===== src/rtl/mc_ctrl_fsm.sv =====
// Multicycle MIPS control FSM: drives every datapath mux select and write strobe
// from the current state, the latched opcode, the ALU zero flag and mem_ready.
module mc_ctrl_fsm #(
  parameter int MEM_WAIT_EN = 1,
  parameter int STATE_W     = 4
) (
  input  logic               clk,
  input  logic               rst,
  input  logic [5:0]         opcode,
  input  logic               zero,
  input  logic               mem_ready,
  output logic               pc_we,
  output logic               ir_we,
  output logic               mem_we,
  output logic               reg_we,
  output logic               iord,
  output logic               reg_dst,
  output logic               mem_to_reg,
  output logic               alu_src_a,
  output logic [1:0]         alu_src_b,
  output logic [1:0]         pc_src,
  output logic [1:0]         alu_op,
  output logic               illegal,
  output logic [STATE_W-1:0] dbg_state
);

  localparam logic [STATE_W-1:0] S_FETCH    = STATE_W'(0);
  localparam logic [STATE_W-1:0] S_DECODE   = STATE_W'(1);
  localparam logic [STATE_W-1:0] S_MEM_ADDR = STATE_W'(2);
  localparam logic [STATE_W-1:0] S_MEM_RD   = STATE_W'(3);
  localparam logic [STATE_W-1:0] S_MEM_WB   = STATE_W'(4);
  localparam logic [STATE_W-1:0] S_MEM_WR   = STATE_W'(5);
  localparam logic [STATE_W-1:0] S_R_EXEC   = STATE_W'(6);
  localparam logic [STATE_W-1:0] S_R_WB     = STATE_W'(7);
  localparam logic [STATE_W-1:0] S_BRANCH   = STATE_W'(8);
  localparam logic [STATE_W-1:0] S_JUMP     = STATE_W'(9);
  localparam logic [STATE_W-1:0] S_I_EXEC   = STATE_W'(10);
  localparam logic [STATE_W-1:0] S_I_WB     = STATE_W'(11);

  localparam logic [5:0] OP_RTYPE = 6'b000000;
  localparam logic [5:0] OP_LW    = 6'b100011;
  localparam logic [5:0] OP_SW    = 6'b101011;
  localparam logic [5:0] OP_BEQ   = 6'b000100;
  localparam logic [5:0] OP_J     = 6'b000010;
  localparam logic [5:0] OP_ADDI  = 6'b001000;

  logic [STATE_W-1:0] state_q;
  logic [STATE_W-1:0] state_d;
  logic               mem_rdy;

  assign mem_rdy   = (MEM_WAIT_EN != 0) ? mem_ready : 1'b1;
  assign dbg_state = state_q;

  always_ff @(posedge clk or posedge rst) begin
    if (rst) state_q <= S_FETCH;
    else     state_q <= state_d;
  end

  always_comb begin
    state_d = state_q;
    case (state_q)
      S_FETCH:    if (mem_rdy) state_d = S_DECODE;
      S_DECODE: begin
        case (opcode)
          OP_LW, OP_SW: state_d = S_MEM_ADDR;
          OP_RTYPE:     state_d = S_R_EXEC;
          OP_BEQ:       state_d = S_BRANCH;
          OP_J:         state_d = S_JUMP;
          OP_ADDI:      state_d = S_I_EXEC;
          default:      state_d = S_FETCH;
        endcase
      end
      // Opcode is re-sampled here; anything but lw/sw abandons the access.
      S_MEM_ADDR: begin
        if (opcode == OP_LW)      state_d = S_MEM_RD;
        else if (opcode == OP_SW) state_d = S_MEM_WR;
        else                      state_d = S_FETCH;
      end
      S_MEM_RD:   if (mem_rdy) state_d = S_MEM_WB;
      S_MEM_WR:   if (mem_rdy) state_d = S_FETCH;
      S_R_EXEC:   state_d = S_R_WB;
      S_I_EXEC:   state_d = S_I_WB;
      default:    state_d = S_FETCH;
    endcase
  end

  always_comb begin
    pc_we      = 1'b0;
    ir_we      = 1'b0;
    mem_we     = 1'b0;
    reg_we     = 1'b0;
    iord       = 1'b0;
    reg_dst    = 1'b0;
    mem_to_reg = 1'b0;
    alu_src_a  = 1'b0;
    alu_src_b  = 2'b00;
    pc_src     = 2'b00;
    alu_op     = 2'b00;
    illegal    = 1'b0;
    case (state_q)
      S_FETCH: begin
        alu_src_b = 2'b01;
        ir_we     = mem_rdy;
        pc_we     = mem_rdy;
      end
      S_DECODE: begin
        alu_src_b = 2'b11;
        illegal   = !(opcode inside {OP_LW, OP_SW, OP_RTYPE, OP_BEQ, OP_J, OP_ADDI});
      end
      S_MEM_ADDR: begin
        alu_src_a = 1'b1;
        alu_src_b = 2'b10;
      end
      S_MEM_RD: iord = 1'b1;
      S_MEM_WB: begin
        mem_to_reg = 1'b1;
        reg_we     = 1'b1;
      end
      S_MEM_WR: begin
        iord   = 1'b1;
        mem_we = mem_rdy;
      end
      S_R_EXEC: begin
        alu_src_a = 1'b1;
        alu_op    = 2'b10;
      end
      S_R_WB: begin
        reg_dst = 1'b1;
        reg_we  = 1'b1;
      end
      S_BRANCH: begin
        alu_src_a = 1'b1;
        alu_op    = 2'b01;
        pc_src    = 2'b01;
        pc_we     = zero;
      end
      S_JUMP: begin
        pc_src = 2'b10;
        pc_we  = 1'b1;
      end
      S_I_EXEC: begin
        alu_src_a = 1'b1;
        alu_src_b = 2'b10;
      end
      S_I_WB:  reg_we = 1'b1;
      default: ;
    endcase
    // Reset masks every strobe even though state_q already reads FETCH.
    if (rst) begin
      pc_we   = 1'b0;
      ir_we   = 1'b0;
      mem_we  = 1'b0;
      reg_we  = 1'b0;
      illegal = 1'b0;
    end
  end

endmodule

===== config.mk =====
export PLATFORM = sky130hd
export DESIGN_NAME = mc_ctrl_fsm
export DESIGN_NICKNAME = d
export VERILOG_FILES = /design/src/rtl/mc_ctrl_fsm.sv
export SDC_FILE = /design/constraint.sdc
export NUM_CORES = 1
export LEC_CHECK = 0
export ABC_AREA = 1
export BUFFER_PORTS_ARGS = -buffer_cell sky130_fd_sc_hd__buf_2
export CAP_MARGIN = 20
export CORE_ASPECT_RATIO = 1.2
export CORE_MARGIN = 8
export CORE_UTILIZATION = 31
export CTS_BUF_LIST = sky130_fd_sc_hd__clkbuf_2
export DETAILED_ROUTE_END_ITERATION = 16
export RECOVER_POWER = 100
export SLEW_MARGIN = 5
export SYNTH_ARGS = -nofsm -noshare
export SYNTH_HDL_FRONTEND = slang
export SYNTH_SLANG_ARGS = --single-unit

===== constraint.sdc =====
create_clock -name clk -period 2.84 [get_ports clk]
set_input_delay 0.568 -clock clk [delete_from_list [all_inputs] [get_ports clk]]
set_output_delay 0.568 -clock clk [all_outputs]
set_load 0.05 [all_outputs]

Word level (Yosys, flattened, before mapping)

Cells that the tools add are included.

Register bits: 4
Bits of input ports: 10
Output and inout port bits: 19
Word-level logic and storage cells: 54

Equal/unequal tests: 19
Muxes and demuxes: 24
Reductions and logical operators: 10

Operator list:

| cell                                                | count |
|---|---|
| case mux 4 bit (7 select lines)                     | 1 |
| case mux 4 bit (5 select lines)                     | 1 |
| equality test 4 x 3 -> 1 bit, second input constant | 4 |
| equality test 4 bit, second input constant          | 4 |
| two-way mux 1 bit                                   | 13 |
| equality test 6 bit, second input constant          | 2 |
| two-way mux 4 bit                                   | 3 |
| equality test 4 x 2 -> 1 bit, second input constant | 2 |
| case mux 2 bit (2 select lines)                     | 2 |
| equality test 6 x 2 -> 1 bit, second input constant | 1 |
| equality test 6 x 3 -> 1 bit, second input constant | 1 |
| equality test 6 x 4 -> 1 bit, second input constant | 1 |
| logical NOT 6 bit                                   | 1 |
| two-way mux 3 bit                                   | 2 |
| != test 2 bit, second input constant                | 3 |
| case mux 2 bit (3 select lines)                     | 1 |
| nonzero test 6 bit                                  | 1 |
| OR reduction 2 bit                                  | 3 |
| equality test 4 x 1 -> 1 bit, second input constant | 1 |
| logical NOT 4 bit                                   | 1 |
| OR reduction 4 bit                                  | 1 |
| case mux 1 bit (3 select lines)                     | 1 |
| AND reduction 3 bit                                 | 1 |
| OR reduction 3 bit                                  | 1 |
| logical NOT 1 bit                                   | 1 |

Depth between registers and ports, before layout

Gate-level depths: netlist (run 1).

Depth after elaboration: 5
Mapped depth: 8
Mapped depth without buffers: 8

Worst setup path after synthesis (run 1)

Ideal clock, no wire load.

Path type: register to output
From: reg state_q[3], in the netlist dbg_state[3]
To: out pc_we
Data arrival time: 2.336 ns
Data required time: 2.272 ns
Slack: -0.064 ns
Cell stages (with the launch flop): 7
Path buffers: 0
Cell sequence: dfrtp_1 inv_1 nor2_1 inv_1 nor2_2 a21oi_1 a21oi_1

Word-level cells in the longest chain between the ends: 3
Elaborated cells between the ends (all ways): 5
Those cells by class: eq/ne: 2; mux: 2; reduce/logical: 1

Ends and longest elaborated chain:

| item                                                            | RTL line | RTL |
|---|---|---|
| start: declaration                                              | 47       | `logic [STATE_W-1:0] state_q;` |
| start signal: assignment                                        | 56       | `else state_q <= state_d;` |
| equality test 4 bit / logical NOT 4 bit (equally long branches) | 100      | `case (state_q)` |
| case mux 1 bit (3 select lines) (*)                             | 100      |  |
| two-way mux 1 bit (*)                                           | 149      | `if (rst) begin` |
| end: declaration                                                | 12       | `output logic pc_we,` |

Mark *: on every way between the ends. The rest lies on a longest branch, timed or not.

Worst setup path in the final report (run 1)

From: reg state_q[0], in the netlist dbg_state[0]
To: out pc_we

Same word-level chain as after synthesis.

==> results by stage, run 1 <==
Outcome:
- The flow ran to the end, and the final reports show no timing, DRC or antenna violations.

Floorplan:
- The total die area is 3350 sq um.
- Measured along the x axis, the die boundary spans 54.2 um.
- The floorplan has 16 rows.
- The initial utilization of the core area, before any placement, comes to 0.330.
- The core region is roughly 1600 sq um.
- Measured along the y axis, the die boundary spans around 60 um.
- 29 I/O pins were placed.

Clocking:
- Once the clock tree was built, the setup fixing pass inserted 0 buffers.
- The buffer depth of the longest clock path is 2.
- The clock net in this run drives a total of 4 sinks.
- The H-tree level count is 1.
- The root buffer cell is sky130_fd_sc_hd__clkbuf_2.
- For the worst-skew pair, the clock arrives at the later sink with an insertion delay of 210 ps.
- TritonCTS built the clock tree.
- The total clock buffers created by CTS is 3.
- The clock transition time at the flip-flop clock pins of the worst setup and hold paths is 50 ps.
- Buffers inserted to repair hold after CTS numbered 0.
- The quantity of gates resized following cts is 0.

Cells and area:
- After filler insertion, the fill cell instance count of the layout stands at around 210.
- The register with the most flip-flops in the layout has 4 of them.
- The growth of design area from synthesis to finish is 27.0%.
- 0 antenna diodes ended up in the layout.
- The final layout contains 145 nets.
- The ratio of cells with drive above 1 in the final layout is 0.180.

Timing:
- The clock arrives with 4.79 ps of skew.
- The worst-case headroom to the max-slew limit is 0.591.
- The count of final max-slew check failures came to 0.
- The maximum achievable frequency is 427 MHz.
- Setup total negative slack on the finished layout was measured at 0 ps.
- The clock period minus final worst setup slack is 2340 ps.
- The final number of setup-violating endpoints is 0.
- The count of endpoints failing hold in the final timing report is 0.
- Setup slack on the critical path of the routed design comes to about 500 ps.
- For the pin with the worst max-slew slack, the measured transition is about 620 ps.
- The tightest hold path in the finished design has a slack of 312 ps.
- In the finished design, the share of the clock period the worst path needs comes to 0.825.
- Setup repair after global routing left no endpoint under its margin.

Route:
- The detail route stage leaves a number of antenna-violating nets equal to 0.
- The count of vias placed by the detailed router is roughly 710.
- The total length of routed wires is 1.61 mm.
- Dividing the detail-routed via count by the number of cells gives around 4.7.
- The count of unresolved DRC violations after routing is 0.
- Dividing the detail-routed wire length by the instance count gives 10.6 um.
- The first routing iteration left 11 violations.
- The first detailed-routing pass took 4 iterations.

Pwr:
- The largest voltage drop on the vdd net is 0.000265 V.
- For this design the ratio of total power to cell area is 671 nW/um^2.
- The leakage power is 0.391 nW.

Place:
- The HPWL reported at the end of detailed placement is between 1 and 1.5 mm.
- During placement, the flow inserted port buffers numbering 28.
- The worst setup slack before clock tree synthesis is 834 ps.
- At the end of routability-driven placement, the weighted congestion stood at 0.830.

Run:
- The max-cap violation count is 0.

Logic synthesis:
- The total number of yosys warnings is 0.
- The number of nets handed over by synthesis was 112.
- The netlist uses 17 different library cells.
- The mapped netlist covers ~540 sq um.
- Each instance of the synthesized netlist takes up on average 5.31 sq um.
- The fraction of the yosys area taken by sequential cells is 0.185.
- Synthesis inferred 4 register bits.
- Counting every instance in the synthesized netlist gives about 100.

Critical path:
- The cell at the slowest stage of the critical path is sky130_fd_sc_hd__clkbuf_1.
- Data arrives at the worst endpoint at about 1800 ps.
- Grouping stages by cell kind, the critical path spends the most delay in buffers and inverters.
- The critical path is of the flop to primary output type.
- The critical path startpoint category is a flop.
- The maximum cell stage delay along the critical path is between 400 and 500 ps.
- Together, buffers and inverters on the worst path number 2.
- The required time reported for the critical path endpoint is 2270 ps.
- The highest fanout seen on the critical path is 8.
- The critical path goes through inv_1 > nand2_1 > nor2_4 > a21oi_1 > a21oi_2 > clkbuf_1.
- The nature of the critical path endpoint is a primary output.

Min path:
- The worst min-delay path class is input pin to async pin.

Global route:
- The number of antenna violations at the first check in global routing is 0.
- The via count of the first global-routing pass is 635.
- The maximum number of pins on one net before global-route repair is 9.
- The total routing resource utilization after global routing is 0.0993.
- The total overflow left after global routing is 0.
- The first-pass GRT wire length is roughly 2.6 mm.
-- final cells by class --
type                       instances  area, sq um  area share
tap                               18         22.5      0.0327
inverter                          19         72.6       0.105
multi-input combinational         79          360       0.524
timing repair buffer              28          118       0.171
clock buffer                       3         15.0      0.0218
sequential                         4          100       0.145
-- cell families (layout without fill, tap and decap cells) --
kind of cell    Yosys count  in the layout  synth area share
xor+xnor                  1              1            0.0162
flops                     4              4             0.185
simple gates             72             72             0.603
buf+inv                  19             50             0.134
compound gates            6              6            0.0624
-- power by group --
part / switching (W) / total (W) / internal, W
clock network: 0.0000232 / 0.0000516 / 0.0000284
registers: 0.0000229 / 0.0000904 / 0.0000675
logic: 0.000250 / 0.000320 / 0.0000696
-- metal layers --
metal	global-route usage	vias up	wire length, um
met5	0	-	0
met4	0.0423	0	0
met3	0.0190	0	186
met2	0.179	29	741
met1	0.109	306	680
li1	-	376	-
-- worst paths after layout --
kind	startpoint	endpoint	slack (ps)	cells after the start
hold reg to reg	dbg_state[2]	dbg_state[2]	630	2
setup / recovery	dbg_state[0]	pc_we	500	6
setup reg to reg	dbg_state[2]	dbg_state[2]	1420	7
hold / removal	rst	dbg_state[2]	310	2
min in group clk	dbg_state[2]	dbg_state[2]	630	2
max in group asynchronous	rst	dbg_state[3]	2330	2
-- Yosys cell counts --
| library cell | count | area share |
|---|---|---|
| sky130_fd_sc_hd__a21oi_1 | 2 | 0.018 |
| sky130_fd_sc_hd__clkinv_2 | 1 | 0.0092 |
| sky130_fd_sc_hd__dfrtp_1 | 4 | 0.18 |
| sky130_fd_sc_hd__inv_1 | 15 | 0.10 |
| sky130_fd_sc_hd__inv_2 | 3 | 0.021 |
| sky130_fd_sc_hd__nand2_1 | 32 | 0.22 |
| sky130_fd_sc_hd__nand2_2 | 3 | 0.035 |
| sky130_fd_sc_hd__nand3_1 | 8 | 0.074 |
| sky130_fd_sc_hd__nand4_1 | 1 | 0.012 |
| sky130_fd_sc_hd__nor2_1 | 18 | 0.12 |
| sky130_fd_sc_hd__nor2_2 | 4 | 0.046 |
| sky130_fd_sc_hd__nor2_4 | 3 | 0.062 |
| sky130_fd_sc_hd__nor3_1 | 3 | 0.028 |
| sky130_fd_sc_hd__o21ai_0 | 2 | 0.018 |
| sky130_fd_sc_hd__o22ai_1 | 1 | 0.012 |
| sky130_fd_sc_hd__o31ai_1 | 1 | 0.014 |
| sky130_fd_sc_hd__xor2_1 | 1 | 0.016 |
-- placed cells by master, fill, tap and decap left out, types with 2 or more instances in the layout --
cell type,count
sky130_fd_sc_hd__buf_2,10
sky130_fd_sc_hd__nand2_1,33
sky130_fd_sc_hd__clkbuf_2,3
sky130_fd_sc_hd__nor3_1,3
sky130_fd_sc_hd__clkbuf_1,18
sky130_fd_sc_hd__nand2_2,2
sky130_fd_sc_hd__nor2_2,3
sky130_fd_sc_hd__nor2_4,2
sky130_fd_sc_hd__dfrtp_1,4
sky130_fd_sc_hd__o21ai_0,2
sky130_fd_sc_hd__inv_1,16
sky130_fd_sc_hd__nor2_1,20
sky130_fd_sc_hd__nand3_1,8
sky130_fd_sc_hd__inv_2,2
-- through the flow --
stage                     std cells  total power (W)   util  area [sq um]
final                           151         0.000461  0.419           688
after global routing            151         0.000500  0.419           688
after global placement          148         0.000422  0.431           708
after CTS                       151         0.000478  0.441           723
after detailed placement        148         0.000424  0.431           708
after floorplan                 102         0.000351      -           546
No activity file was read; power rests on OpenSTA's default activity.
==> inputs of run 2 (changes only) <==
==> constraint.sdc (replaced) <==
create_clock -name clk -period 2.3 [get_ports clk]
set_input_delay 0.46 -clock clk [delete_from_list [all_inputs] [get_ports clk]]
set_output_delay 0.46 -clock clk [all_outputs]
set_load 0.05 [all_outputs]
==> results by stage, run 2 (synthesis results as in run 1) <==
Timing:
- Setup repair after global routing left no endpoint under its margin.
- The clock skew was 5.19 ps (+0.403 ps).
- The count of final max-slew check failures is 0 (unchanged).
- The transition time at the pin with the least slew margin was 612 ps (-4.26 ps).
- Based on the critical path, the design can be clocked at up to 473 MHz.
- The count of endpoints failing hold in the final timing report came to 0 (unchanged).
- The clock period minus final worst setup slack is between 2000 and 2500 ps.
- The final worst slack is 184 ps (-312 ps).
- The final number of setup-violating endpoints came to 0 (unchanged).
- The fraction of the cycle the final worst path needs is 0.920.
- The worst-case headroom to the max-slew limit is 0.594 (+0.00283).
- The final worst hold slack is 210 ps (-102 ps).

Place:
- The HPWL reported at the end of detailed placement is 1.50 mm (+6.5%).
- The placed instance area is 731 sq um (+3.2%).
- The worst setup slack before clock tree synthesis is 464 ps (-370 ps).
- The global placement routability congestion came to 0.820 (-1.2%).
- The count of buffers from port buffering was 28 (unchanged).
- The number of placed instances with taps included is 148 (unchanged).

Clocking:
- The number of hold-repair buffers added at the cts stage is 0 (unchanged).
- The number of sinks handled by clock tree synthesis is 4 (unchanged).
- In this run the clock root is driven by a sky130_fd_sc_hd__clkbuf_2.
- The TritonCTS clock tree is built.
- The clock transition time at the flip-flop clock pins of the worst setup and hold paths came to 40 ps (about the same).
- The buffer depth of the longest clock path was 2 (unchanged).
- The H-tree level count is 1 (unchanged).
- The quantity of gates resized following cts is 0 (unchanged).
- The total clock buffers created by CTS came to 3 (unchanged).
- The clock insertion delay at the later pin of the skew report came to 220 ps (about the same).
- The buffer count from post-CTS setup fixing was 0 (unchanged).

Cells and area:
- The antenna cell count came to 0 (unchanged).
- The final standard cell count with taps included and fillers excluded is 151 (unchanged).
- The area of combinational cells with multiple inputs is 385 sq um (+6.9%).
- The flip-flop count of the largest register after layout is 4 (unchanged).
- The final-layout fill cell count came to 196 (-6.2%).
- The storage element area is 100 sq um (unchanged).
- The growth of design area from synthesis to finish is 32.6%.
- The number of nets in the layout is 145 (unchanged).
- The top cell types in the final layout, fill and taps aside, are 32 x sky130_fd_sc_hd__nand2_1, 19 x sky130_fd_sc_hd__nor2_1, 15 x sky130_fd_sc_hd__inv_1.
- The ratio of cells with drive above 1 in the final layout is 0.248 (+0.0677).
- The most common cell after layout, fill and taps aside is sky130_fd_sc_hd__nand2_1.
- The final non-filler cell area came to 718 sq um (+4.4%).

Critical path:
- The critical path startpoint category is a flop.
- The arrival time at the worst endpoint is 1660 ps (-120 ps).
- The critical path goes through nor2_1 > inv_2 > nor2_4 > nand2_1 > nor3_2 > buf_2.
- The worst path buffer plus inverter count is 2 (unchanged).
- In this run the worst setup path begins at dbg_state[2].
- The nature of the critical path endpoint is a primary output.
- The startpoint identified for the worst register-to-register timing path is dbg_state[2].
- The critical setup path kind is flop to primary output.
- The maximum cell stage delay along the critical path is 450 ps (-30 ps).
- The required time reported for the critical path endpoint is 1840 ps (-430 ps).
- The largest delay contributor family on the critical path is simple AND/OR/NAND/NOR gates.
- The depth of the most critical reg-to-reg path is 7 (unchanged).
- The highest fanout seen on the critical path came to 7 (-1).
- The cell depth of the worst setup path is 6 (unchanged).
- Among all stages on the critical path, the largest delay is contributed by sky130_fd_sc_hd__dfrtp_1.

Floorplan:
- The number of placement rows was 16 (unchanged).
- The initial standard-cell utilization of the core is 0.330 (unchanged).
- The die width is 54.2 um (unchanged).
- The area inside the core boundary is 1640 sq um (unchanged).
- The total die area is 3350 sq um (unchanged).
- The height of the die is 61.8 um (unchanged).
- The boundary pin count is 29 (unchanged).

Global route:
- The maximum number of pins on one net before global-route repair is 9 (unchanged).
- The first-pass GRT wire length was 2.79 mm (+8.3%).
- The number of antenna violations at the first check in global routing is 0 (unchanged).
- The total routing resource utilization after global routing is 0.110 (+0.0105).
- The via count of the first global-routing pass came to 676 (+6.5%).
- The total grt overflow is 0 (unchanged).

Route:
- The count of vias placed by the detailed router is 699 (-1.7%).
- The total length of routed wires is 1.68 mm (+4.5%).
- The average wire length per cell after detail routing is 11.1 um (+4.5%).
- The count of unresolved DRC violations after routing is 0 (unchanged).
- The total iterations of the first detailed-routing run is 4 (unchanged).
- The number of DRC violations after detailed-routing iteration 0 is 11 (unchanged).
- The number of nets still failing antenna checks after routing is 0 (unchanged).
- The via density per instance is 4.63 (-1.7%).

Pwr:
- The largest voltage drop on the vdd net is 0.000353 V (+33%).
- The power density normalized to cell area is 820 nW/um^2 (+22%).
- The leakage power came to 0.402 nW (+2.8%).

Run:
- The max-cap violation count was 0 (unchanged).

Outcome:
- The run finished with clean final reports.

Min path:
- The worst min-delay path class is input pin to async pin.
[run 2: per-stage QoR]
stage          power [W]  setup TNS (ps)   util
2_1_floorplan   0.000443            -255      -
3_3_place_gp    0.000533               0  0.445
3_5_place_dp    0.000535               0  0.445
4_1_cts         0.000603               0  0.454
5_1_grt         0.000629               0  0.438
6_report        0.000589               0  0.438
[run 2: final timing paths]
| check | endpoint | slack (ps) |
|---|---|---|
| setup / recovery | illegal | 180 |
| hold / removal | dbg_state[1] | 210 |
| setup reg to reg | dbg_state[2] | 890 |
| hold reg to reg | dbg_state[2] | 610 |
| max in group asynchronous | dbg_state[3] | 1890 |
| min in group clk | dbg_state[2] | 610 |
[run 2: metal layers]
| layer | routed length, um | global-route usage |
|---|---|---|
| met5 | 0 | 0 |
| met4 | 17 | 0.0423 |
| met3 | 146 | 0.0357 |
| met2 | 851 | 0.208 |
| met1 | 664 | 0.105 |
[run 2: cell type report]
| class | count | area share |
|---|---|---|
| Multi-Input combinational cell | 79 | 0.537 |
| Inverter | 19 | 0.101 |
| Tap cell | 18 | 0.0314 |
| Clock buffer | 3 | 0.0209 |
| Timing Repair Buffer | 28 | 0.171 |
| Sequential cell | 4 | 0.139 |
[run 2: power by group]
group,total (W),switching (W),internal [W]
Sequential,0.000110,0.0000262,0.0000834
Clock,0.0000656,0.0000306,0.0000350
Combinational,0.000413,0.000319,0.0000940
